### config.mk
export PLATFORM = sky130hd
export DESIGN_NAME = bmf_factor_decoder_flat
export DESIGN_NICKNAME = d
export VERILOG_FILES = /design/src/rtl/bmf_factor_decoder_if.sv /design/src/rtl/bmf_factor_decoder.sv /design/src/flat_wrapper.sv
export SDC_FILE = /design/constraint.sdc
export NUM_CORES = 1
export LEC_CHECK = 0
export CORE_MARGIN = 3
export CORE_UTILIZATION = 58
export DETAILED_ROUTE_END_ITERATION = 10
export GPL_TIMING_DRIVEN = 1
export PLACE_DENSITY = 0.85
export SLEW_MARGIN = 20
export SYNTH_ARGS = -nofsm -noshare
export SYNTH_HDL_FRONTEND = slang
export SYNTH_SLANG_ARGS = --single-unit
### constraint.sdc
create_clock -name clk -period 15.8 [get_ports clk]
set_input_delay 3.16 -clock clk [delete_from_list [all_inputs] [get_ports clk]]
set_output_delay 3.16 -clock clk [all_outputs]
set_load 0.05 [all_outputs]
### src/rtl/bmf_factor_decoder_if.sv
// Bus bundle for bmf_factor_decoder: basis config port, factor input stream,
// reconstructed-word output stream, transfer counter and FSM state for debug.
interface bmf_factor_decoder_if #(
  parameter int K  = 6,
  parameter int M  = 7,
  parameter int CW = 16
);
  localparam int RW = (K > 1) ? $clog2(K) : 1;

  logic          cfg_we;
  logic [RW-1:0] cfg_row;
  logic [M-1:0]  cfg_data;
  logic          cfg_commit;
  logic          cfg_err;
  logic          in_valid;
  logic          in_ready;
  logic [K-1:0]  in_k;
  logic          out_valid;
  logic          out_ready;
  logic [M-1:0]  out_data;
  logic [CW-1:0] xfer_cnt;
  logic [1:0]    dbg_state;

  modport master (
    output cfg_we, cfg_row, cfg_data, cfg_commit, in_valid, in_k, out_ready,
    input  cfg_err, in_ready, out_valid, out_data, xfer_cnt, dbg_state
  );

  modport slave (
    input  cfg_we, cfg_row, cfg_data, cfg_commit, in_valid, in_k, out_ready,
    output cfg_err, in_ready, out_valid, out_data, xfer_cnt, dbg_state
  );
endinterface

### src/rtl/bmf_factor_decoder.sv
// Streaming BMF decompressor: out = OR_i (k[i] ? H[i] : 0) with a double-buffered basis H.
// Define BMF_DEC_GF2_EN to reduce with XOR (GF(2) factorization) instead of OR.
module bmf_factor_decoder #(
  parameter int K  = 6,
  parameter int M  = 7,
  parameter int CW = 16
) (
  input  logic                 clk,
  input  logic                 rst,
  bmf_factor_decoder_if.slave  bus
);
  localparam int RW = (K > 1) ? $clog2(K) : 1;

  // Handshakes: a beat moves on valid & ready in the same cycle; valid never
  // depends on ready, and a stalled output holds valid and data unchanged.
  typedef enum logic [1:0] {
    ST_CFG   = 2'd0,
    ST_RUN   = 2'd1,
    ST_DRAIN = 2'd2
  } state_t;

  state_t       r_state;
  state_t       w_state_nxt;
  logic [M-1:0] r_shadow     [K];
  logic [M-1:0] r_active     [K];
  logic [M-1:0] w_shadow_nxt [K];
  logic [M-1:0] r_s1_terms   [K];
  logic         r_s1_valid;
  logic         r_s2_valid;
  logic [M-1:0] r_s2_data;
  logic [CW-1:0] r_xfer_cnt;
  logic         r_cfg_err;

  logic         w_adv;
  logic         w_in_ready;
  logic         w_in_fire;
  logic         w_out_fire;
  logic         w_pipe_empty;
  logic         w_row_ok;
  logic         w_we_ok;
  logic         w_we_bad;
  logic         w_load_active;
  logic [M-1:0] w_reduced;

  assign w_adv        = !r_s2_valid || bus.out_ready;
  assign w_in_fire    = bus.in_valid && w_in_ready;
  assign w_out_fire   = r_s2_valid && bus.out_ready;
  assign w_pipe_empty = !r_s1_valid && !r_s2_valid;
  assign w_row_ok     = 32'(bus.cfg_row) < K;

  always_ff @(posedge clk or posedge rst) begin
    if (rst) r_state <= ST_CFG;
    else     r_state <= w_state_nxt;
  end

  always_comb begin
    w_state_nxt   = r_state;
    w_in_ready    = 1'b0;
    w_load_active = 1'b0;
    w_we_ok       = 1'b0;
    w_we_bad      = 1'b0;
    case (r_state)
      ST_CFG: begin
        w_we_ok  = bus.cfg_we && w_row_ok;
        w_we_bad = bus.cfg_we && !w_row_ok;
        if (bus.cfg_commit) begin
          w_load_active = 1'b1;
          w_state_nxt   = ST_RUN;
        end
      end
      ST_RUN: begin
        w_in_ready = w_adv;
        w_we_ok    = bus.cfg_we && w_row_ok;
        w_we_bad   = bus.cfg_we && !w_row_ok;
        if (bus.cfg_commit) w_state_nxt = ST_DRAIN;
      end
      ST_DRAIN: begin
        // Swap only once no word is in flight, so each word sees one basis.
        w_we_bad = bus.cfg_we;
        if (w_pipe_empty) begin
          w_load_active = 1'b1;
          w_state_nxt   = ST_RUN;
        end
      end
      default: w_state_nxt = ST_CFG;
    endcase
  end

  // Folding the same-cycle write in lets a commit carry it into the active bank.
  always_comb begin
    for (int i = 0; i < K; i++) begin
      w_shadow_nxt[i] = r_shadow[i];
      if (w_we_ok && (bus.cfg_row == RW'(i))) w_shadow_nxt[i] = bus.cfg_data;
    end
  end

  always_comb begin
    w_reduced = '0;
    for (int i = 0; i < K; i++) begin
`ifdef BMF_DEC_GF2_EN
      w_reduced = w_reduced ^ r_s1_terms[i];
`else
      w_reduced = w_reduced | r_s1_terms[i];
`endif
    end
  end

  always_ff @(posedge clk or posedge rst) begin
    if (rst) begin
      for (int i = 0; i < K; i++) begin
        r_shadow[i]   <= '0;
        r_active[i]   <= '0;
        r_s1_terms[i] <= '0;
      end
      r_s1_valid <= 1'b0;
      r_s2_valid <= 1'b0;
      r_s2_data  <= '0;
      r_xfer_cnt <= '0;
      r_cfg_err  <= 1'b0;
    end else begin
      for (int i = 0; i < K; i++) begin
        r_shadow[i] <= w_shadow_nxt[i];
        if (w_load_active) r_active[i] <= w_shadow_nxt[i];
      end
      r_cfg_err <= w_we_bad;
      if (w_adv) begin
        r_s1_valid <= w_in_fire;
        if (w_in_fire) begin
          for (int i = 0; i < K; i++) r_s1_terms[i] <= {M{bus.in_k[i]}} & r_active[i];
        end
        r_s2_valid <= r_s1_valid;
        if (r_s1_valid) r_s2_data <= w_reduced;
      end
      if (w_out_fire) r_xfer_cnt <= r_xfer_cnt + 1'b1;
    end
  end

  assign bus.in_ready  = w_in_ready;
  assign bus.out_valid = r_s2_valid;
  assign bus.out_data  = r_s2_data;
  assign bus.xfer_cnt  = r_xfer_cnt;
  assign bus.cfg_err   = r_cfg_err;
  assign bus.dbg_state = r_state;
endmodule

### src/flat_wrapper.sv
// flat-port wrapper written by rule: the top's interface ports become plain ports
module bmf_factor_decoder_flat 
#(
  parameter int K  = 6,
  parameter int M  = 7,
  parameter int CW = 16
)
  (clk, rst, bus_cfg_we, bus_cfg_row, bus_cfg_data, bus_cfg_commit, bus_in_valid, bus_in_k, bus_out_ready, bus_cfg_err, bus_in_ready, bus_out_valid, bus_out_data, bus_xfer_cnt, bus_dbg_state);
  bmf_factor_decoder_if #(.K(K), .M(M), .CW(CW)) bus_i ();
  input  logic clk;
  input  logic rst;
  input wire logic [$bits(bus_i.cfg_we)-1:0] bus_cfg_we;
  input wire logic [$bits(bus_i.cfg_row)-1:0] bus_cfg_row;
  input wire logic [$bits(bus_i.cfg_data)-1:0] bus_cfg_data;
  input wire logic [$bits(bus_i.cfg_commit)-1:0] bus_cfg_commit;
  input wire logic [$bits(bus_i.in_valid)-1:0] bus_in_valid;
  input wire logic [$bits(bus_i.in_k)-1:0] bus_in_k;
  input wire logic [$bits(bus_i.out_ready)-1:0] bus_out_ready;
  output wire logic [$bits(bus_i.cfg_err)-1:0] bus_cfg_err;
  output wire logic [$bits(bus_i.in_ready)-1:0] bus_in_ready;
  output wire logic [$bits(bus_i.out_valid)-1:0] bus_out_valid;
  output wire logic [$bits(bus_i.out_data)-1:0] bus_out_data;
  output wire logic [$bits(bus_i.xfer_cnt)-1:0] bus_xfer_cnt;
  output wire logic [$bits(bus_i.dbg_state)-1:0] bus_dbg_state;
  assign bus_i.cfg_we = bus_cfg_we;
  assign bus_i.cfg_row = bus_cfg_row;
  assign bus_i.cfg_data = bus_cfg_data;
  assign bus_i.cfg_commit = bus_cfg_commit;
  assign bus_i.in_valid = bus_in_valid;
  assign bus_i.in_k = bus_in_k;
  assign bus_i.out_ready = bus_out_ready;
  assign bus_cfg_err = bus_i.cfg_err;
  assign bus_in_ready = bus_i.in_ready;
  assign bus_out_valid = bus_i.out_valid;
  assign bus_out_data = bus_i.out_data;
  assign bus_xfer_cnt = bus_i.xfer_cnt;
  assign bus_dbg_state = bus_i.dbg_state;
  bmf_factor_decoder #(.K(K), .M(M), .CW(CW)) u_core (.clk(clk), .rst(rst), .bus(bus_i));
endmodule
### Word-level counts from Yosys, hierarchy flattened

Index checks and enable logic that the tools add are counted.

* register bits: 154
* logic and storage cells: 84
* input port bits: 22

* bitwise logic cells: 11
* magnitude comparators: 1
* reductions and logical operators: 21
* eq/ne operators: 10
* multiplexer cells: 16
* add/subtract/negate cells: 1

Operators by type and width (number)
* $and A7 B7 Y7: 6
* $mux W7: 6
* $or A7 B7 Y7: 5
* $add A16 B1 Y16 const B: 1
* $logic_and A1 B1 Y1: 11
* $eq A3 B2 Y1 const B: 2
* $eq A3 B3 Y1 const B: 2
* $mux W2: 3
* $pmux W2 S3: 1
* $mux W1: 4
* $ne A2 B2 Y1 const B: 2
* $pmux W1 S2: 2
* $reduce_and A2 Y1: 2
* $eq A3 B1 Y1 const B: 1
* $logic_not A1 Y1: 3
* $logic_not A3 Y1: 1
* $lt A3 B3 Y1 const B: 1
* $reduce_and A3 Y1: 1
* $eq A2 B1 Y1 const B: 1
* $eq A2 B2 Y1 const B: 1
* $logic_not A2 Y1: 1
* $ne A2 B1 Y1 const B: 1
* $reduce_or A2 Y1: 1
* $logic_or A1 B1 Y1: 1

### Logic depth before layout (Yosys ltp)

Gate-level depths: netlist of the first run.

* word-level depth: 5
* mapped depth: 7

### Least setup slack after synthesis of the first run

Ideal clock, no wire load.

* path kind: in2out
* start: input bus_out_ready
* end: output bus_in_ready
* data required time: 12.640 ns
* arrival: 3.867 ns
* cell stages on the path: 2
* setup slack: 8.773 ns
* cell sequence: nor2b_1 -> nor2_1

* word-level cells in the longest chain between the ends: 2

Ends and longest elaborated chain
* start: declaration: RTL line flat_wrapper.sv:18 `input wire logic [$bits(bus_i.out_ready)-1:0] bus_out_ready;`
* $logic_or A1 B1 Y1: RTL line bmf_factor_decoder.sv:45 `assign w_adv = !r_s2_valid || bus.out_ready;`
* $mux W1: RTL line bmf_factor_decoder.sv:62 `case (r_state)`
* end: declaration: RTL line flat_wrapper.sv:20 `output wire logic [$bits(bus_i.in_ready)-1:0] bus_in_ready;`

Every way passes these cells.

### Final worst setup path of the first run

Same ends and word-level chain as after synthesis.

==> impl_summary.md, run 1 <==
Yosys
Of all cell types, the one taking the most synthesized area is dfrtp_1. The synthesis warning total is 0. The fraction of synthesized cell area taken by the top area cell type is 0.631.

The sequential cell area fraction in the yosys report is 0.631. The number of unique standard cell types used by synthesis is 37. The post-synth net total is slightly above 500.

Averaged over all synthesized cells, the footprint is around 13 µm². Ranked by total cell area, the synthesized netlist is headed by dfrtp_1 63%, mux2_2 14%, nand2_1 6.3%, o21ai_0 3.5%, xnor2_1 1.4%. The combined area of all synthesized cells is approximately 6100 µm². The number of standard cells after synthesis is ~480. The flip-flop and latch count after synthesis is ~150.

Worst setup path
Traced cell by cell, the critical path runs through clkdlybuf4s50_1 -> nor2b_1 -> nor2_1 -> clkdlybuf4s50_1. The kind of capture point of the worst setup path is an output pin. The largest single stage delay on the critical path is ~0.80 ns. Among the stages of the critical path, the cell type that occurs most often is clkdlybuf4s50_1. The largest delay contributor family on the critical path is buffers and inverters. The number of buffers and inverters on the critical path is 2.

For the worst setup path, the data required time is approximately 13 ns. The critical path is of the input port to output pin type. The nature of the critical path startpoint is an input port. In this run the worst path has a maximum fanout of 5. For the worst setup path, the data arrival time is 4.71 ns.

The cell with the largest stage delay on the worst path is clkdlybuf4s50_1.

Die
The core region area is 10000 µm². The floorplan step set the die width to around 110 µm. The floorplan has 36 rows. The total die area is around 12000 µm². During I/O placement, the number of pins put on the boundary was 50. The starting utilization of the core area is 0.611. The die extent in y is 109 µm.

Finish
The number of antenna cells inserted is 0. After routing the design area is between 7000 and 8000 µm². At the end of the flow, the number of nets in the layout was 559. The total area of sequential cells is between 3000 and 4000 µm².

The library cells used most frequently in the layout, excluding fill and tap cells, are 154 x dfrtp_1, 102 x nand2_1, 78 x mux2_2, 49 x clkdlybuf4s50_1, 43 x o21ai_0. Leaving out fill and tap cells, the most frequent cell in the layout is dfrtp_1. Compared with the post-synthesis result, the final layout area differs by 18.9%.

The layout cell share with drive strength beyond 1 is 0.222. Once layout is complete, the utilization of the core stands at 0.727. The fill cell instance count of the final layout is just under 600. Summing all multi-input logic gate instances after layout gives roughly 2100 µm².

Routing
After detailed routing, the average wire length per cell comes to 18.2 µm. The routed design has about 12000 µm of wire. The routed length on met2 is between 6000 and 7000 µm.

The count of nets left with antenna violations once routing finished came out at 0. The average vias per placed instance is about 5.7. The number of DRC violations after detailed routing is 0. The count of TritonRoute iterations in the first routing pass is 4.

Wire segments on met3 add up to 611 µm in the final route. After detailed routing, no signal wire sits above met5. The violation count after the first detailed-route iteration is approximately 290. In the final routing, the length of wire on met1 measures roughly 5100 µm. The total vias in the final route is around 3900.

Placed design
The setup slack after placement is ~8 ns. The port buffer count is slightly below 50. Summing all placed instances gives a cell area of between 6000 and 7000 µm². The HPWL after detailed placement is 7750 µm. The congestion estimate from routability-driven global placement came to around 0.81.

Flow run
Max-cap violations in this run came to 0.

Clock tree
Counting every sink on the clock net gives roughly 150. CTS built an H-tree with a depth of 4. CTS placed an instance of clkbuf_8 at the clock tree root. The number of CTS-inserted buffers is 17. The CTS clock-pin slew for the worst setup and hold paths is around 0.06 ns.

Hold repair after CTS inserted 0 buffers. The TritonCTS clock tree is yes. For the worst-skew pair, the clock arrives at the later sink with an insertion delay of approximately 0.53 ns.

Post-CTS timing repair inserted 0 buffers for setup. The maximum buffer depth of the clock tree is 2. The number of gates given a new drive strength after cts is 0.

Worst hold path
In this run the worst hold path is classified as flop to flop.

Timing
The max-slew violation total from the final report is 0. Setup repair after global routing left no endpoint under its margin. The actual slew at the worst max-slew pin is 0.780 ns. The number of setup violations in the final report is 0. For this run, the top clock speed supported by timing is ~130 MHz. The setup slack of the critical path after layout is 7.93 ns. The share of the cycle needed by the critical path after routing is 0.498. The post-route clock skew is about 0.0072 ns. Adding up every negative setup slack in the final design gives 0 ns.

For the finished layout, the period the worst path requires is 7.87 ns. The normalized max-slew margin is 0.476. The count of final hold-check violations is 0.

Global route
The first global-routing pass estimated approximately 20000 µm of wire. The global route total overflow is 0. The initial antenna violation count came to 1. The global-route usage over all layers is 0.230. Entering global routing, the biggest net connects between 80 and 90 pins. The via count of the first global-routing pass came to around 4000.

Pwr
In this run the power density over the cells is roughly 210 nW/µm². IR analysis of the VDD net gives a maximum drop of around 0.00010 V. The leakage power is roughly 3.2 nW.

Outcome
The run finished with clean final reports.
[Yosys cell counts (all sizes together)]
cell,n
clkbuf,4
nand4,5
xnor2,10
nor2b,2
and4,1
nor4,2
and3,1
and4bb,1
inv,4
xor2,5
nand2b,4
or3b,1
buf,13
nand3b,1
or4,7
o21bai,1
o22ai,1
nand2,103
nand3,6
dfrtp,154
ha,1
nand4b,1
and2,1
mux2,85
nor2,8
a21oi,1
nor3,8
o21ai,50
nor4b,1
[worst paths after layout]
kind | start | slack (ns) | endpoint | cells after the start
hold reg to reg | u_core.bus.xfer_cnt[15] | 0.47 | u_core.bus.xfer_cnt[15] | 1
hold / removal | u_core.bus.xfer_cnt[15] | 0.47 | u_core.bus.xfer_cnt[15] | 1
min in group asynchronous | rst | 3.10 | u_core.r_shadow[21] | 2
setup reg to reg | u_core.bus.dbg_state[1] | 13.66 | u_core.r_active[15] | 3
max in group asynchronous | rst | 11.57 | u_core.r_s1_terms[23] | 3
setup / recovery | bus_out_ready | 7.93 | bus_in_ready | 4
[through the flow]
stage          total power, mW  hold slack (ns)  instances
2_1_floorplan             1.00            0.441        482
4_1_cts                   1.55            0.485        682
6_report                  1.54            0.474        682
3_3_place_gp              1.10            0.454        650
5_1_grt                   1.62            0.499        682
3_5_place_dp              1.14            0.462        650
[area by class of cell]
class / count / area share
flip-flops and latches: 154 / 0.530
multi-input cells: 307 / 0.292
repair buffers: 52 / 0.0711
clock buffers: 22 / 0.0651
well taps: 133 / 0.0229
clock inverters: 10 / 0.0158
inverters: 4 / 0.00275
[kinds of logic (layout without fill, tap and decap cells)]
| kind of cell | after synthesis | in the layout | share of synthesized area |
|---|---|---|---|
| AO/OA/AOI/OAI | 53 | 53 | 0.0446 |
| adder cells (fa/ha/maj) | 1 | 1 | 0.00205 |
| buffers and inverters | 21 | 88 | 0.0231 |
| multiplexers | 85 | 85 | 0.157 |
| flip-flops | 154 | 154 | 0.631 |
| XOR/XNOR | 15 | 15 | 0.0215 |
| AND/OR/NAND/NOR | 153 | 153 | 0.122 |
[flip-flops by register name (all words and copies together), names as in the netlist]
signal / cells
u_core.bus.cfg_err: 1
u_core.bus.dbg_state: 2
u_core.bus.out_data: 7
u_core.bus.out_valid: 1
u_core.bus.xfer_cnt: 16
u_core.r_active: 42
u_core.r_s1_terms: 42
u_core.r_s1_valid: 1
u_core.r_shadow: 42
[worst register-to-register path, stage by stage, from the launching register on]
cell and delay [ns]:
dfrtp_1 0.51, nor4b_4 0.76, mux2_2 0.44, mux2_1 0.30
[power breakdown]
part | switching [mW] | internal (mW)
Sequential | 0.0957 | 0.572
Clock | 0.152 | 0.241
Combinational | 0.266 | 0.211
[layer usage]
metal,track usage,up-vias
met3,0.0551,23
met4,0.0884,2
met5,0,-
li1,-,1769
met2,0.395,91
met1,0.283,2003
(Power assumes the default switching activity.)
==> run 2: changes to the inputs <==
--- a/config.mk
+++ b/config.mk
@@ -6,10 +6,10 @@
 export NUM_CORES = 1
 export LEC_CHECK = 0
 export CORE_MARGIN = 3
-export CORE_UTILIZATION = 58
+export CORE_UTILIZATION = 57
 export DETAILED_ROUTE_END_ITERATION = 10
 export GPL_TIMING_DRIVEN = 1
-export PLACE_DENSITY = 0.85
+export PLACE_DENSITY = 0.83
 export SLEW_MARGIN = 20
 export SYNTH_ARGS = -nofsm -noshare
 export SYNTH_HDL_FRONTEND = slang
==> constraint.sdc (replaced) <==
create_clock -name clk -period 8 [get_ports clk]
set_input_delay 1.6 -clock clk [delete_from_list [all_inputs] [get_ports clk]]
set_output_delay 1.6 -clock clk [all_outputs]
set_load 0.05 [all_outputs]
==> run 2 against run 1 <==
Against the previous run:
- sequential share of layout area is 0.24 points higher
- cell count up 0.44%
- sequential cell count stayed put
- core utilization decreased by 2.9 points
- clock skew is essentially flat
- setup slack got worse by 4.7 ns
- total power up 94%
- design area decreased by 0.45%
- via count fell by 2.1%
- critical path type unchanged
- highest routed layer is now met4
==> impl_summary.md, run 2 (synthesized netlist as in run 1, its figures left out) <==
Worst setup path
The cell repeated most along the worst path is clkdlybuf4s50_1. The worst setup path is of the input port to output pin kind. The maximum fanout encountered on the critical timing path is 5 (unchanged). Traced cell by cell, the critical path runs through clkdlybuf4s50_1 -> nor2b_1 -> nor2_1 -> clkdlybuf4s50_1. The peak per-stage delay on the critical path is 0.80 ns (about the same). The number of buffers and inverters on the critical path is 2 (unchanged).

Among cell families on the critical path, the largest total delay comes from buffers and inverters. The cell with the largest stage delay on the worst path is clkdlybuf4s50_1. The endpoint arrival time on the critical path is 3.13 ns (-1.58 ns). The data required time of the worst path is 6.40 ns (-6.24 ns).

STA classifies the critical path startpoint as an input port. STA classifies the critical path endpoint as an output pin.

Timing
The post-route clock skew is 0.00731 ns (+0.000157 ns). Setup repair after global routing left no endpoint under its margin. Dividing the final minimum period by the clock period gives 0.591. The actual slew at the worst max-slew pin is 0.770 ns (-0.00935 ns). The normalized max-slew margin came to 0.483 (+0.00628). The clock period could shrink to about 4.7 ns. The max-slew violation total from the final report is 0 (unchanged). The post-route setup TNS came to 0 ns (unchanged).

The count of final hold-check violations is 0 (unchanged). The setup slack of the critical path after layout came to 3.27 ns (-4.66 ns). The number of setup violations in the final report is 0 (unchanged).

The fmax is 212 MHz.

Clock tree
The number of buffers inserted to repair setup after CTS is 0 (unchanged). The number of clock sinks is 154 (unchanged). TritonCTS built the clock tree. The number of gates given a new drive strength after cts is 0 (unchanged). The number of CTS-inserted buffers is 17 (unchanged). The CTS clock-pin slew for the worst setup and hold paths is 0.06 ns (about the same). The clock latency reported for the late side of the worst-skew pair is 0.53 ns (about the same). CTS placed an instance of clkbuf_8 at the clock tree root. The level count of the clock H-tree is 4 (unchanged). The maximum buffer depth of the clock tree is 2 (unchanged). The number of buffers inserted by hold repair at cts is 0 (unchanged).

Finish
The total area of sequential cells is 3850 µm² (unchanged). The multi-input gate area in the final layout is 2120 µm² (unchanged). The top cell types in the final layout, fill and taps aside, are 154 x dfrtp_1, 102 x nand2_1, 78 x mux2_2, 49 x clkdlybuf4s50_1, 43 x o21ai_0. The share of the core filled with cells in the final layout is 0.698 (-0.0291). The most common cell after layout, fill and taps aside is dfrtp_1. The largest registers in the layout are u_core.r_active (42), u_core.r_s1_terms (42), u_core.r_shadow (42).

The number of antenna cells inserted is 0 (unchanged). The net count reported at finish is 559 (unchanged). Compared with the post-synthesis result, the final layout area differs by 18.4%. The fill cell instance count of the final layout is 648 (+8.7%).

The layout cell share with drive strength beyond 1 came to 0.222 (unchanged).

Placed design
The setup slack after placement came to 3.26 ns (-4.67 ns). The final RePlAce weighted congestion came to 0.771 (-4.6%). The port buffer count is 49 (unchanged). The final HPWL from detailed placement was 7590 µm (-2.1%).

Global route
The via count of the first global-routing pass is 3946 (-1.4%). The maximum number of pins on one net before global-route repair was 89 (+2.3%). The global route total overflow came to 0 (unchanged).

The first-pass GRT wire length is 20000 µm (-1.4%). The global-route usage over all layers is 0.220 (-0.00994). The initial antenna violation count is 0 (-1).

Routing
The violation count after the first detailed-route iteration is 237 (-19%). The final routed wirelength across all metal layers is 12100 µm (-2.4%). The total vias in the final route is 3807 (-2.1%).

The number of routed nets with antenna violations was 0 (unchanged). The count of TritonRoute iterations in the first routing pass is 4 (unchanged). The post-detailed-route wirelength per cell is 17.7 µm (-2.9%). The average vias per placed instance came to 5.56 (-2.5%). The number of DRC violations after detailed routing is 0 (unchanged).

Pwr
The leakage power was 3.23 nW (-0.25%). The maximum ir drop on the vdd rail is 0.000252 V (+140%). The power density normalized to cell area is 413 nW/µm² (+95%).

Die
The number of rows in the core area came to 37 (+2.8%). The chip width is 110 µm (+0.82%). The starting utilization of the core area is 0.589 (-0.0218). The core region area is 10400 µm² (+3.7%). The boundary pin count is 50 (unchanged). The total die area came to 12000 µm² (+1.7%). The die extent in y is 110 µm (+0.82%).

Flow run
The number of violations of the max-capacitance limit is 0 (unchanged).

Worst hold path
The min-delay analysis places its worst path in the category flop to flop.

Outcome
The flow ran to the end, and the final reports show no timing, DRC or antenna violations.
## run 2: metal layers
layer,vias to the layer above,track usage,wire (µm)
met5,-,0,0
met4,0,0.0748,174
met3,20,0.0476,499
met2,81,0.374,6320
met1,1944,0.281,5100
li1,1762,-,-
## run 2: metrics by stage
stage / total power, mW / instances / instance area, µm² / hold slack (ns)
6_report: 2.99 / 685 / 7240 / 0.479
5_1_grt: 3.15 / 685 / 7240 / 0.506
4_1_cts: 3.00 / 685 / 7230 / 0.482
3_5_place_dp: 2.24 / 653 / 6680 / 0.464
3_3_place_gp: 2.18 / 653 / 6680 / 0.456
2_1_floorplan: 1.98 / 482 / 6110 / 0.441
## run 2: worst paths after layout
path	startpoint	endpoint	slack (ns)	cells after the start
worst max-delay path	bus_out_ready	bus_in_ready	3.27	4
worst min register to register	u_core.bus.out_data[6]	u_core.bus.out_data[6]	0.48	2
min in group asynchronous	rst	u_core.r_shadow[19]	1.52	2
max in group asynchronous	rst	u_core.r_s1_terms[29]	5.31	3
worst max register to register	u_core.bus.dbg_state[1]	u_core.r_active[16]	5.85	3
worst min-delay path	u_core.bus.out_data[6]	u_core.bus.out_data[6]	0.48	2
## run 2: worst reg2reg max path: stages (launching register included)
cell and delay, ns:
dfrtp_1 0.52, nor4b_4 0.77, mux2_2 0.43, mux2_1 0.31
## run 2: layout make-up
| type | count | area share |
|---|---|---|
| clock buffer | 18 | 0.0577 |
| clock inverter | 14 | 0.0185 |
| inverter | 4 | 0.00277 |
| multi-input combinational | 307 | 0.294 |
| sequential | 154 | 0.533 |
| tap | 136 | 0.0235 |
| timing repair buffer | 52 | 0.0714 |
## run 2: power by group
| group | switching [mW] | internal [mW] | total, mW |
|---|---|---|---|
| Combinational | 0.520 | 0.417 | 0.937 |
| Sequential | 0.181 | 1.13 | 1.31 |
| Clock | 0.342 | 0.397 | 0.740 |
==> run 3: changes to the inputs <==
--- a/config.mk
+++ b/config.mk
@@ -6,10 +6,10 @@
 export NUM_CORES = 1
 export LEC_CHECK = 0
 export CORE_MARGIN = 3
-export CORE_UTILIZATION = 57
+export CORE_UTILIZATION = 52
 export DETAILED_ROUTE_END_ITERATION = 10
 export GPL_TIMING_DRIVEN = 1
-export PLACE_DENSITY = 0.83
+export PLACE_DENSITY = 0.8
 export SLEW_MARGIN = 20
 export SYNTH_ARGS = -nofsm -noshare
 export SYNTH_HDL_FRONTEND = slang
==> constraint.sdc (replaced) <==
create_clock -name clk -period 4.3 [get_ports clk]
set_input_delay 0.86 -clock clk [delete_from_list [all_inputs] [get_ports clk]]
set_output_delay 0.86 -clock clk [all_outputs]
set_load 0.05 [all_outputs]
==> run 3 against run 2 <==
Against the previous run:
- wire length down 0.79%
- register-to-register slack got worse by 3.6 ns
- design area up 0.78%
- sequential share of layout area decreased by 0.41 points
- sequential cell count did not move
- clock power grew 92%
- global-route usage decreased by 2.1 points
- largest power group unchanged
==> impl_summary.md, run 3 (synthesized netlist as in run 1, its figures left out) <==
Worst setup path
STA classifies the critical path startpoint as an input port. The peak per-stage delay on the critical path is 0.80 ns (about the same). Broken down by cell family, the worst path's largest delay share belongs to buffers and inverters. The cell repeated most along the worst path is clkdlybuf4s50_1. The number of buffers and inverters on the critical path is 2 (unchanged). The type of the setup path with the least slack is input port to output pin.

The maximum fanout encountered on the critical timing path came to 5 (unchanged). The largest individual stage delay along the critical path comes from the cell clkdlybuf4s50_1. The data required time of the worst path came to 3.44 ns (-2.96 ns). STA classifies the critical path endpoint as an output pin. The reg2reg setup slack was 2.24 ns (-3.61 ns). Traced cell by cell, the critical path runs through clkdlybuf4s50_1 -> nor2b_1 -> nor2_1 -> clkdlybuf4s50_1. The endpoint arrival time on the critical path is 2.38 ns (-0.75 ns).

Pwr
The total power was 5.59 mW (+87%). The power density normalized to cell area is 767 nW/µm² (+86%). The part of the power in registers came to 0.436 (-0.003). The fraction of power consumed by the clock network was 0.254 (+0.006). The leakage power is 3.23 nW (about the same).

The cell-internal power is 3.71 mW (+91%). The maximum ir drop on the vdd rail is 0.000566 V (+120%). The power spent charging and discharging nets is 1.88 mW (+80%).

The fraction of power spent switching nets is 0.336 (-0.0138). The power share of the combinational group is 0.311 (-0.003).

Routing
The number of DRC violations after detailed routing was 0 (unchanged). The average vias per placed instance is 5.50 (-1.1%). The post-detailed-route wirelength per cell is 17.4 µm (-1.5%). The final routed wirelength across all metal layers is 12000 µm (-0.79%). The number of routed nets with antenna violations is 0 (unchanged). The total vias in the final route was 3794 (-0.34%). The count of TritonRoute iterations in the first routing pass came to 4 (unchanged).

The violation count after the first detailed-route iteration is 206 (-13%).

Outcome
The flow ran to the end, and the final reports show no timing, DRC or antenna violations.

Die
The boundary pin count is 50 (unchanged). The total die area is 13100 µm² (+9.1%). The die extent in y is 114 µm (+4.4%).

The starting utilization of the core area was 0.547 (-0.0424). The core region area is 11200 µm² (+7.7%). The chip width is 114 µm (+4.4%).

The number of rows in the core area was 38 (+2.7%).

Finish
The net count reported at finish is 560 (+0.18%). The most common cell after layout, fill and taps aside is dfrtp_1. The growth of design area from synthesis to finish is 19.3%. The post-layout instance count excluding filler cells is 690 (+0.73%). In the final layout, the registers with the most flip-flops are u_core.r_active (42), u_core.r_s1_terms (42), u_core.r_shadow (42).

The number of antenna cells inserted is 0 (unchanged). Leaving out fill and tap cells, the most frequent cells in the layout are 154 x dfrtp_1, 102 x nand2_1, 78 x mux2_2, 49 x clkdlybuf4s50_1, 43 x o21ai_0. The layout cell share with drive strength beyond 1 is 0.224 (+0.00141).

Global route
The via count of the first global-routing pass was 3921 (-0.63%). The global-route usage over all layers is 0.200 (-0.0206). The global route total overflow is 0 (unchanged). The initial antenna violation count is 0 (unchanged). The maximum number of pins on one net before global-route repair came to 67 (-25%).

The first-pass GRT wire length is 20000 µm (-0.24%).

Timing
The number of setup violations in the final report is 0 (unchanged). The normalized max-slew margin came to 0.406 (-0.0762). The post-route setup TNS is 0 ns (unchanged). Setup repair after global routing left no endpoint under its margin. The count of final hold-check violations is 0 (unchanged). The post-route minimum period is between 3 and 4 ns. The post-route clock skew is 0.00707 ns (-0.000247 ns). The final-layout worst hold slack was 0.473 ns (-0.00597 ns).

The max-slew violation total from the final report is 0 (unchanged). For this run, the top clock speed supported by timing is between 300 and 400 MHz. The actual slew at the worst max-slew pin was 0.889 ns (+0.118 ns).

The share of the cycle needed by the critical path after routing is 0.754.

Clock tree
CTS placed an instance of clkbuf_16 at the clock tree root. The clock latency reported for the late side of the worst-skew pair is 0.41 ns (-0.12 ns). The CTS clock-pin slew for the worst setup and hold paths is 0.06 ns (about the same). The number of buffers inserted to repair setup after CTS was 0 (unchanged).

TritonCTS built the clock tree. The number of clock sinks was 154 (unchanged). The number of CTS-inserted buffers came to 17 (unchanged).

The number of gates given a new drive strength after cts is 0 (unchanged). The number of buffers inserted by hold repair at cts was 0 (unchanged). The maximum buffer depth of the clock tree is 2 (unchanged). The level count of the clock H-tree is 4 (unchanged).

Placed design
The total instance count after detailed placement is 658 (+0.77%). The final RePlAce weighted congestion is 0.763 (-1.1%). The final HPWL from detailed placement is 8130 µm (+7.2%). The port buffer count was 49 (unchanged).

Worst hold path
The class of the worst hold path is flop to flop.

Flow run
The number of violations of the max-capacitance limit is 0 (unchanged).
run 3: final cells by class:
cell class	count	area, µm²
Fill cell	755	3880
Sequential cell	154	3850
Multi-Input combinational cell	307	2130
Timing Repair Buffer	53	546
Clock buffer	20	457
Tap cell	140	175
Clock inverter	12	116
Inverter	4	18.8
run 3: power groups by stage:
stage	clock (mW)	combinational (mW)	sequential [mW]
floorplan	0	1.10	2.58
global placement	0	1.65	2.41
detailed placement	0	1.74	2.45
CTS	1.44	1.76	2.43
global route	1.51	1.90	2.51
finish	1.42	1.74	2.44
run 3: worst paths after layout:
kind	cells past startpoint	start	endpoint
min in group asynchronous	2	rst	u_core.bus.dbg_state[0]
setup / recovery	4	bus_out_ready	bus_in_ready
setup reg to reg	3	u_core.bus.dbg_state[1]	u_core.r_active[26]
hold / removal	2	u_core.r_s1_terms[26]	u_core.r_s1_terms[26]
max in group asynchronous	3	rst	u_core.r_active[26]
hold reg to reg	2	u_core.r_s1_terms[26]	u_core.r_s1_terms[26]
run 3: worst min-delay path: stages (launching register included):
cell	delay (ns)
dfrtp_1	0.33
nand2_1	0.05
o21ai_0	0.06
run 3: per-layer routing:
metal	GRT usage	vias to the layer above	wire length [µm]
li1	-	1760	-
met1	0.256	1954	5260
met2	0.336	69	6250
met3	0.0502	11	352
met4	0.0594	0	135
met5	0	-	0
run 3: per-stage QoR:
step | utilization | setup slack, ns | cell area [µm²]
floorplan | - | 1.50 | 6120
global placement | 0.601 | 1.05 | 6720
detailed placement | 0.601 | 1.05 | 6720
CTS | 0.653 | 1.05 | 7290
global route | 0.653 | 0.968 | 7290
finish | 0.653 | 1.06 | 7290
